`config.mk`:
```
export PLATFORM = sky130hd
export DESIGN_NAME = decoder_scan_nm
export DESIGN_NICKNAME = d
export VERILOG_FILES = /design/src/rtl/decoder_pkg.sv /design/src/rtl/decoder_scan_nm_scan_prescaler.sv /design/src/rtl/decoder_scan_nm.sv
export SDC_FILE = /design/constraint.sdc
export NUM_CORES = 1
export LEC_CHECK = 0
export BUFFER_PORTS_ARGS = -buffer_cell sky130_fd_sc_hd__buf_2
export CORE_UTILIZATION = 55
export DETAILED_ROUTE_END_ITERATION = 8
export PLACE_DENSITY = 0.8
export SYNTH_ARGS = -nofsm -noshare
export SYNTH_HDL_FRONTEND = slang
export SYNTH_SLANG_ARGS = --single-unit
```
`constraint.sdc`:
```
create_clock -name clk -period 3.5 [get_ports clk]
set_clock_uncertainty 0.2 [all_clocks]
set_input_delay 0.175 -clock clk [delete_from_list [all_inputs] [get_ports clk]]
set_output_delay 0.175 -clock clk [all_outputs]
set_load 0.01 [all_outputs]
```
`src/rtl/decoder_pkg.sv`:
```
// Shared constants and the one-hot helper for the scanning decoder family.
package decoder_pkg;

  localparam logic MODE_DIRECT = 1'b0;
  localparam logic MODE_SCAN   = 1'b1;
  localparam logic DIR_UP      = 1'b0;
  localparam logic DIR_DOWN    = 1'b1;

  // Widest decode supported by onehot(); callers cast the result down to OUT_W.
  localparam int MAX_SEL_W = 8;
  localparam int MAX_OUT_W = 2 ** MAX_SEL_W;

  typedef enum logic [1:0] {
    ST_IDLE,
    ST_DIRECT,
    ST_SCAN
  } state_e;

  function automatic logic [MAX_OUT_W-1:0] onehot(input logic [MAX_SEL_W-1:0] sel,
                                                  input logic act_low);
    logic [MAX_OUT_W-1:0] v;
    v      = '0;
    v[sel] = 1'b1;
    return act_low ? ~v : v;
  endfunction

endpackage

```
`src/rtl/decoder_scan_nm_scan_prescaler.sv`:
```
// Step-rate prescaler: tick fires whenever cnt has reached div, then cnt restarts.
module scan_prescaler #(
  parameter int DIV_W = 16
) (
  input  logic             clk,
  input  logic             rst_n,
  input  logic             run,
  input  logic             clr,
  input  logic [DIV_W-1:0] div,
  output logic             tick
);

  logic [DIV_W-1:0] cnt_q, cnt_d;

  // >= rather than == so a div lowered below the running count steps at once.
  assign tick = run && (cnt_q >= div);

  always_comb begin
    cnt_d = cnt_q;
    if (clr)       cnt_d = '0;
    else if (tick) cnt_d = '0;
    else if (run)  cnt_d = cnt_q + DIV_W'(1);
  end

  always_ff @(posedge clk or negedge rst_n) begin
    if (!rst_n) cnt_q <= '0;
    else        cnt_q <= cnt_d;
  end

endmodule

```
`src/rtl/decoder_scan_nm.sv`:
```
// Registered N-to-2^N one-hot decoder with a direct-select mode and a
// prescaled up/down scanning mode for chasers and digit/row strobes.
module decoder_scan_nm
  import decoder_pkg::*;
#(
  parameter int  SEL_W   = 3,
  parameter int  DIV_W   = 16,
  parameter bit  ACT_LOW = 1'b0,
  localparam int OUT_W   = 2 ** SEL_W
) (
  input  logic             clk,
  input  logic             rst_n,
  input  logic             en,
  input  logic             mode,
  input  logic             dir,
  input  logic [SEL_W-1:0] sel,
  input  logic             load,
  input  logic [DIV_W-1:0] div,
  output logic [OUT_W-1:0] out,
  output logic [SEL_W-1:0] idx,
  output logic             wrap
);

  localparam logic [OUT_W-1:0] OUT_OFF = {OUT_W{ACT_LOW}};

  state_e           st;
  logic             run, clr, tick, at_edge;
  logic [SEL_W-1:0] idx_q, idx_d;
  logic [OUT_W-1:0] out_q, out_d;
  logic             wrap_q, wrap_d;

  // Mode is not sticky: it is re-derived from en/mode every cycle.
  always_comb begin
    if (!en)                    st = ST_IDLE;
    else if (mode == MODE_SCAN) st = ST_SCAN;
    else                        st = ST_DIRECT;
  end

  assign run = (st == ST_SCAN);
  assign clr = (st == ST_DIRECT) || ((st == ST_SCAN) && load);

  scan_prescaler #(.DIV_W(DIV_W)) u_presc (
    .clk  (clk),
    .rst_n(rst_n),
    .run  (run),
    .clr  (clr),
    .div  (div),
    .tick (tick)
  );

  assign at_edge = (dir == DIR_UP) ? (idx_q == {SEL_W{1'b1}}) : (idx_q == '0);

  always_comb begin
    idx_d  = idx_q;
    wrap_d = 1'b0;
    unique case (st)
      ST_DIRECT: idx_d = sel;
      ST_SCAN: begin
        if (load) begin
          idx_d = sel;
        end else if (tick) begin
          idx_d  = (dir == DIR_UP) ? idx_q + SEL_W'(1) : idx_q - SEL_W'(1);
          wrap_d = at_edge;
        end
      end
      default: ;
    endcase
    out_d = (st == ST_IDLE) ? OUT_OFF
                            : OUT_W'(onehot(MAX_SEL_W'(idx_d), ACT_LOW));
  end

  always_ff @(posedge clk or negedge rst_n) begin
    if (!rst_n) begin
      idx_q  <= '0;
      out_q  <= OUT_OFF;
      wrap_q <= 1'b0;
    end else begin
      idx_q  <= idx_d;
      out_q  <= out_d;
      wrap_q <= wrap_d;
    end
  end

  assign out  = out_q;
  assign idx  = idx_q;
  assign wrap = wrap_q;

endmodule

```
==> results of run 1 <==
timing repair:
action                                 in CTS  in global routing
endpoints found under the hold margin      29                  0
hold buffers                                2                  0
resized for setup                           0                  0
cell type report:
type / count / area (µm²) / area share (%)
multi-input combinational: 153 / 1070 / 49.2
sequential: 28 / 701 / 32.3
timing repair buffer: 41 / 223 / 10.3
inverter: 19 / 71.3 / 3.29
tap: 44 / 55.1 / 2.54
clock inverter: 1 / 30.0 / 1.38
clock buffer: 3 / 22.5 / 1.04
cell usage after synthesis, types with 2 or more instances:
cell	n
ha_1	17
a22o_1	5
inv_1	18
o21a_1	2
nand4_1	7
nand2_1	17
nor3_1	7
o21ai_0	7
a31oi_1	11
nor4_1	2
clkbuf_1	5
nor3b_1	4
nand2b_1	8
a41oi_1	2
o21bai_1	2
a21oi_1	15
xnor2_1	4
nand3_1	7
nor2_1	12
dfrtp_1	28
nor2b_1	4
and3_1	4
stage by stage:
stage / hold WS [ns] / instances
after floorplan: -0.321 / 207
after global placement: 0.0289 / 283
after detailed placement: 0.0311 / 283
after CTS: 0.0958 / 289
after global routing: 0.0956 / 289
final: 0.0890 / 289
cells in the final DEF, fill, tap and decap left out, types with 2 or more instances in the layout:
cell type	count
a41oi_1	2
dlygate4sd3_1	2
nor3_1	7
a31oi_1	11
a22o_1	5
ha_1	17
nand3_1	7
nand4_1	7
dfrtp_1	28
o21bai_1	2
nor2b_1	4
buf_2	36
nor4_1	2
buf_4	3
o21ai_0	7
o21a_1	2
inv_1	18
clkbuf_4	3
nand2_1	17
and3_1	4
a21oi_1	15
nor2_1	12
nor3b_1	4
nand2b_1	8
xnor2_1	4
final timing paths:
kind	start	end	depth (start not counted)
max reg2reg	u_presc.cnt_q[15]	out[4]	8
min reg2reg	u_presc.cnt_q[2]	u_presc.cnt_q[2]	1
min	en	u_presc.cnt_q[0]	2
max	u_presc.cnt_q[15]	out[4]	8
max in group asynchronous	rst_n	u_presc.cnt_q[3]	2
min in group asynchronous	rst_n	u_presc.cnt_q[11]	2
cells by family after synthesis:
family | count (synthesis) | synth area share [%]
simple gates | 78 | 22.3
xor+xnor | 4 | 1.87
fa+ha+maj | 18 | 12.4
compound gates | 52 | 19.8
flops | 28 | 37.4
buf+inv | 26 | 5.67
mux | 1 | 0.534
registers in the layout (all words and copies together), names as in the netlist:
name	count
wrap	1
idx	3
out	8
u_presc.cnt_q	16
worst register-to-register path: stages, from the launching register on:
cell      delay [ns]
dfrtp_1         0.44
ha_1            0.33
nand4_1         0.16
or2_0           0.28
or4_1           0.65
and3_4          0.26
a221oi_4        0.37
inv_2           0.11
nor3b_1         0.20
metal layers:
metal,part of all wire [%],vias to the layer above,global-route usage [%]
li1,-,838,-
met1,49,779,37.1
met2,46,48,39.9
met3,3.6,5,1.92
met4,1.2,0,7.97
met5,0,-,0
power groups by stage:
stage                     Clock [W]  Combinational (W)  Sequential [W]
after floorplan                   0          0.0000704        0.000357
after global placement            0           0.000121        0.000355
after detailed placement          0           0.000124        0.000355
after CTS                  0.000220           0.000127        0.000349
after global routing       0.000233           0.000143        0.000352
final                      0.000216           0.000127        0.000350
==> results.md, run 1 <==
* Pre-CTS setup slack at between 0.4 and 0.5 ns
* Slowest stage delay, CP at about 0.65 ns
* Final core utilization at between 60% and 70%
* Seq/Total Area, Yosys at 37.4%
* Arr. time, crit path at between 3 and 4 ns
* Inserted Clock Buffers at 3
* IO Pins at 37
* GRT Total Usage at between 20% and 30%
* First-pass GRT wire length at between 6000 and 7000 µm
* Post-DP HPWL at approximately 3200 µm
* Internal power at approximately 0.0005 W
* CP delay by family, top: simple AND/OR/NAND/NOR gates
* Overflow after GRT at 0
* Layout area overhead at 15.8%
* Synth area leaders: dfrtp_1 (37%), ha_1 (11%), a21oi_1 (4.0%)
* DR DRC count at 0
* Overall Power at about 0.0007 W
* P_leak at about 1.1 nW
* Cell Area, Placed at around 2100 µm²
* Fin. Hold Viols at 0
* Critical Path End Type: flip-flop
* Max-slew violations at 0
* Reg2reg setup slack at between 0.4 and 0.5 ns
* Combinational Power Share at a little under a fifth
* Buf/Inv on CP at 1
* Routed WL per cell at approximately 14 µm
* RD Place Congestion at about 0.9
* FFs w/ async S/R, synth at 100%
* Final Cell Area at 2170 µm²
* # Max-Cap Violations at 0
* N_diodes at 0
* TritonRoute pass-1 iters at 4
* HP Class: in2reg
* Crit Path Class: reg2reg
* Cell count after synthesis at 207
* RSZ-0062 raised after global routing: no
* Startpoint Class: flip-flop
* CP max-delay cell: or4_1
* Initial antenna violation count at 0
* Syn_nets at 250
* Final worst slack at ~0.42 ns
* Slew @ Worst Pin at around 0.6 ns
* Clk pwr share at a little under a third
* CTS root buf: clkbuf_4
* Max Fanout on Critical Path at 7
* Full die area at around 3600 µm²
* Netlist Area Pre-Place at around 1900 µm²
* Power density over the cells at around 320 nW/µm²
* Clk buf depth at 2
* Maximum vdd drop at ~0.00023 V
* Fin crit share at about nine tenths
* Vias per cell at ~5.8
* Skew-Pair Late Insertion Delay at around 0.33 ns
* EDFF count, synth at 0
* Routed WL at approximately 4100 µm
* Layout cells sized above 1 at roughly a fifth
* Number of global-route vias before repair at 1480
* Post-CTS setup buffers at 0
* Net Switching at 0.000187 W
* Antenna Nets Post-Route at 0
* H-tree depth at 1
* Chip Width at about 60 µm
* Post-synth cell types at approximately 40
* # rows at 20
* Max_slew headroom at roughly 60%
* Clk sinks at 28
* Fmax at 325 MHz
* Via count at approximately 1700
* CTS clk-pin slew, worst paths at ~0.16 ns
* Final setup vio count at 0
* Final #Nets at approximately 290
* Worst path required time at ~3.6 ns
* Fillers at ~270
* Critical-path cell list: ha_1 -> nand4_1 -> or2_0 -> or4_1 -> and3_4 -> a221oi_4 -> inv_2 -> nor3b_1
* Avg Cell Area, Syn at 9.05 µm²
* Number of synthesized register bits at 28
* Sum Neg Setup Slack at 0 ns
* Initial Util at about three fifths
* Core Region at 3150 µm²
* Area leader, netlist: dfrtp_1
* Flop pwr share at between 50% and 60%
* CTS tree: yes
* Sw frac at between 20% and 30%
* Largest net degree at the start of global routing at 29
* IO buf count at 36
* Iter 0 DRT Violations at between 90 and 100
* Top FF cell, synth: dfrtp_1
* Post-route minimum period at 3.08 ns
* Die height at just over 60 µm
* Status: finished clean
* Yosys warns at 0
* Synth top area share at 37.4%
Note: power is estimated with default switching activity, not from simulation.
==> run 2: changes to the inputs <==
Settings changed: GPL_TIMING_DRIVEN set to 0.
==> results.md, run 2 (synthesized netlist as in run 1, its figures left out) <==
* TritonRoute pass-1 iters at 4
* Number of global-route vias before repair at about 1400
* Combinational Power Share at 17.9%
* Via count at 1654
* Iter 0 DRT Violations at between 80 and 90
* Final setup vio count at 0
* Net Switching at 0.000181 W
* Initial antenna violation count at 0
* Post-route minimum period at 3.20 ns
* Fillers at approximately 280
* # rows at 20
* Max-slew violations at 0
* Max_slew headroom at slightly below 60%
* Overall Power at approximately 0.00069 W
* Clk pwr share at a little over 30%
* Full die area at between 3000 and 4000 µm²
* Vias per cell at between 5 and 6
* Antenna Nets Post-Route at 0
* # Max-Cap Violations at 0
* Initial Util at between 50% and 60%
* Fin. Hold Viols at 0
* Clk buf depth at 2
* Skew-Pair Late Insertion Delay at between 0.3 and 0.4 ns
* Arr. time, crit path at 3.25 ns
* Maximum vdd drop at 0.000275 V
* CTS root buf: clkbuf_4
* Slew @ Worst Pin at around 0.63 ns
* CTS clk-pin slew, worst paths at about 0.15 ns
* HP Class: in2reg
* Largest net degree at the start of global routing at 29
* Critical Path End Type: flip-flop
* First-pass GRT wire length at between 6000 and 7000 µm
* Top reg by flops: u_presc.cnt_q
* P_leak at 1.05 nW
* N_diodes at 0
* Post-DP HPWL at between 2000 and 3000 µm
* Post-CTS setup buffers at 0
* Flop pwr share at between 50% and 60%
* Final worst slack at 0.299 ns
* Status: finished clean
* Power density over the cells at 315 nW/µm²
* IO buf count at 36
* Sw frac at a little over a quarter
* Routed WL at roughly 3900 µm
* IO Pins at 37
* Commonest non-fill, non-tap cells in the layout: buf_2 (37), dfrtp_1 (28), inv_1 (18), nand2_1 (17), ha_1 (17)
* H-tree depth at 1
* RSZ-0062 raised after global routing: no
* Startpoint Class: flip-flop
* Inserted Clock Buffers at 3
* Critical-path cell list: ha_1 -> nand4_1 -> or2_0 -> or4_1 -> buf_2 -> and3_4 -> buf_6 -> a221oi_4 -> inv_2 -> nor3b_1
* Worst path required time at ~3.6 ns
* DR DRC count at 0
* RD Place Congestion at approximately 0.85
* Cell Area, Placed at ~2100 µm²
* Layout area overhead at 16.2%
* Max reg flops at 16
* CTS tree: yes
* Crit Path Class: reg2reg
* Clk sinks at 28
* Overflow after GRT at 0
* Layout cells sized above 1 at around 20%
* Fmax at approximately 310 MHz
* Slowest stage delay, CP at around 0.52 ns
* Routed WL per cell at between 10 and 15 µm
* Final Cell Area at about 2200 µm²
* Most common cell after layout, fill and taps aside: buf_2
* Internal power at ~0.00050 W
* Chip Width at 60.4 µm
* Buf/Inv on CP at 3
* Sum Neg Setup Slack at 0 ns
* Pre-CTS setup slack at between 0.15 and 0.2 ns
* CP delay by family, top: simple AND/OR/NAND/NOR gates
* GRT Total Usage at between 20 and 25%
* Fin crit share at a little over 90%
* CP max-delay cell: or4_1
* Final core utilization at 69.1%
* Max Fanout on Critical Path at 7
* Core Region at 3150 µm²
* Die height at 60.4 µm
* Final #Nets at roughly 290
run 2: routing by layer:
metal  share of wire [%]  GRT usage, %
met5                   0             0
met4                 1.0          6.31
met3                 4.6          1.92
met2                  44          34.1
met1                  50          36.6
run 2: stage by stage:
| step | hold WS, ns | cells |
|---|---|---|
| after floorplan | -0.321 | 207 |
| after global placement | 0.0240 | 287 |
| after detailed placement | 0.0317 | 287 |
| after CTS | 0.0402 | 292 |
| after global routing | 0.0952 | 292 |
| final | 0.0455 | 292 |
run 2: worst min-delay path, stage by stage:
cell and delay (ns):
buf_2 0.13, nor2_1 0.10, o21ai_0 0.10, nor2_1 0.05
run 2: power groups by stage:
stage	combinational (W)	sequential, W	clock (W)
4_1_cts	0.000123	0.000349	0.000217
2_1_floorplan	0.0000704	0.000357	0
5_1_grt	0.000139	0.000352	0.000225
3_5_place_dp	0.000121	0.000355	0
6_report	0.000123	0.000349	0.000214
3_3_place_gp	0.000119	0.000355	0
run 2: cell type report:
type                            instances  area [µm²]  area share (%)
Timing Repair Buffer                   37         190            8.73
Sequential cell                        28         701            32.2
Multi-Input combinational cell        153        1070            49.3
Buffer                                  7        35.0            1.61
Clock buffer                            3        22.5            1.03
Clock inverter                          1        30.0            1.38
Tap cell                               44        55.1            2.53
Inverter                               19        71.3            3.27
run 2: timing repair:
action                                  in CTS  in global routing
hold buffers                                 1                  0
resized for setup                            0                  1
endpoints found under the hold margin       28                  0
endpoints found under the setup margin       0                 12
run 2: worst paths after layout:
kind	from	end	slack (ns)	depth (start not counted)
worst max-delay path	u_presc.cnt_q[13]	out[5]	0.30	10
worst min-delay path	load	wrap	0.05	4
worst max register to register	u_presc.cnt_q[13]	out[5]	0.30	10
worst min register to register	u_presc.cnt_q[10]	u_presc.cnt_q[10]	0.35	1
max in group asynchronous	rst_n	u_presc.cnt_q[1]	2.52	2
min in group asynchronous	rst_n	u_presc.cnt_q[9]	0.18	2
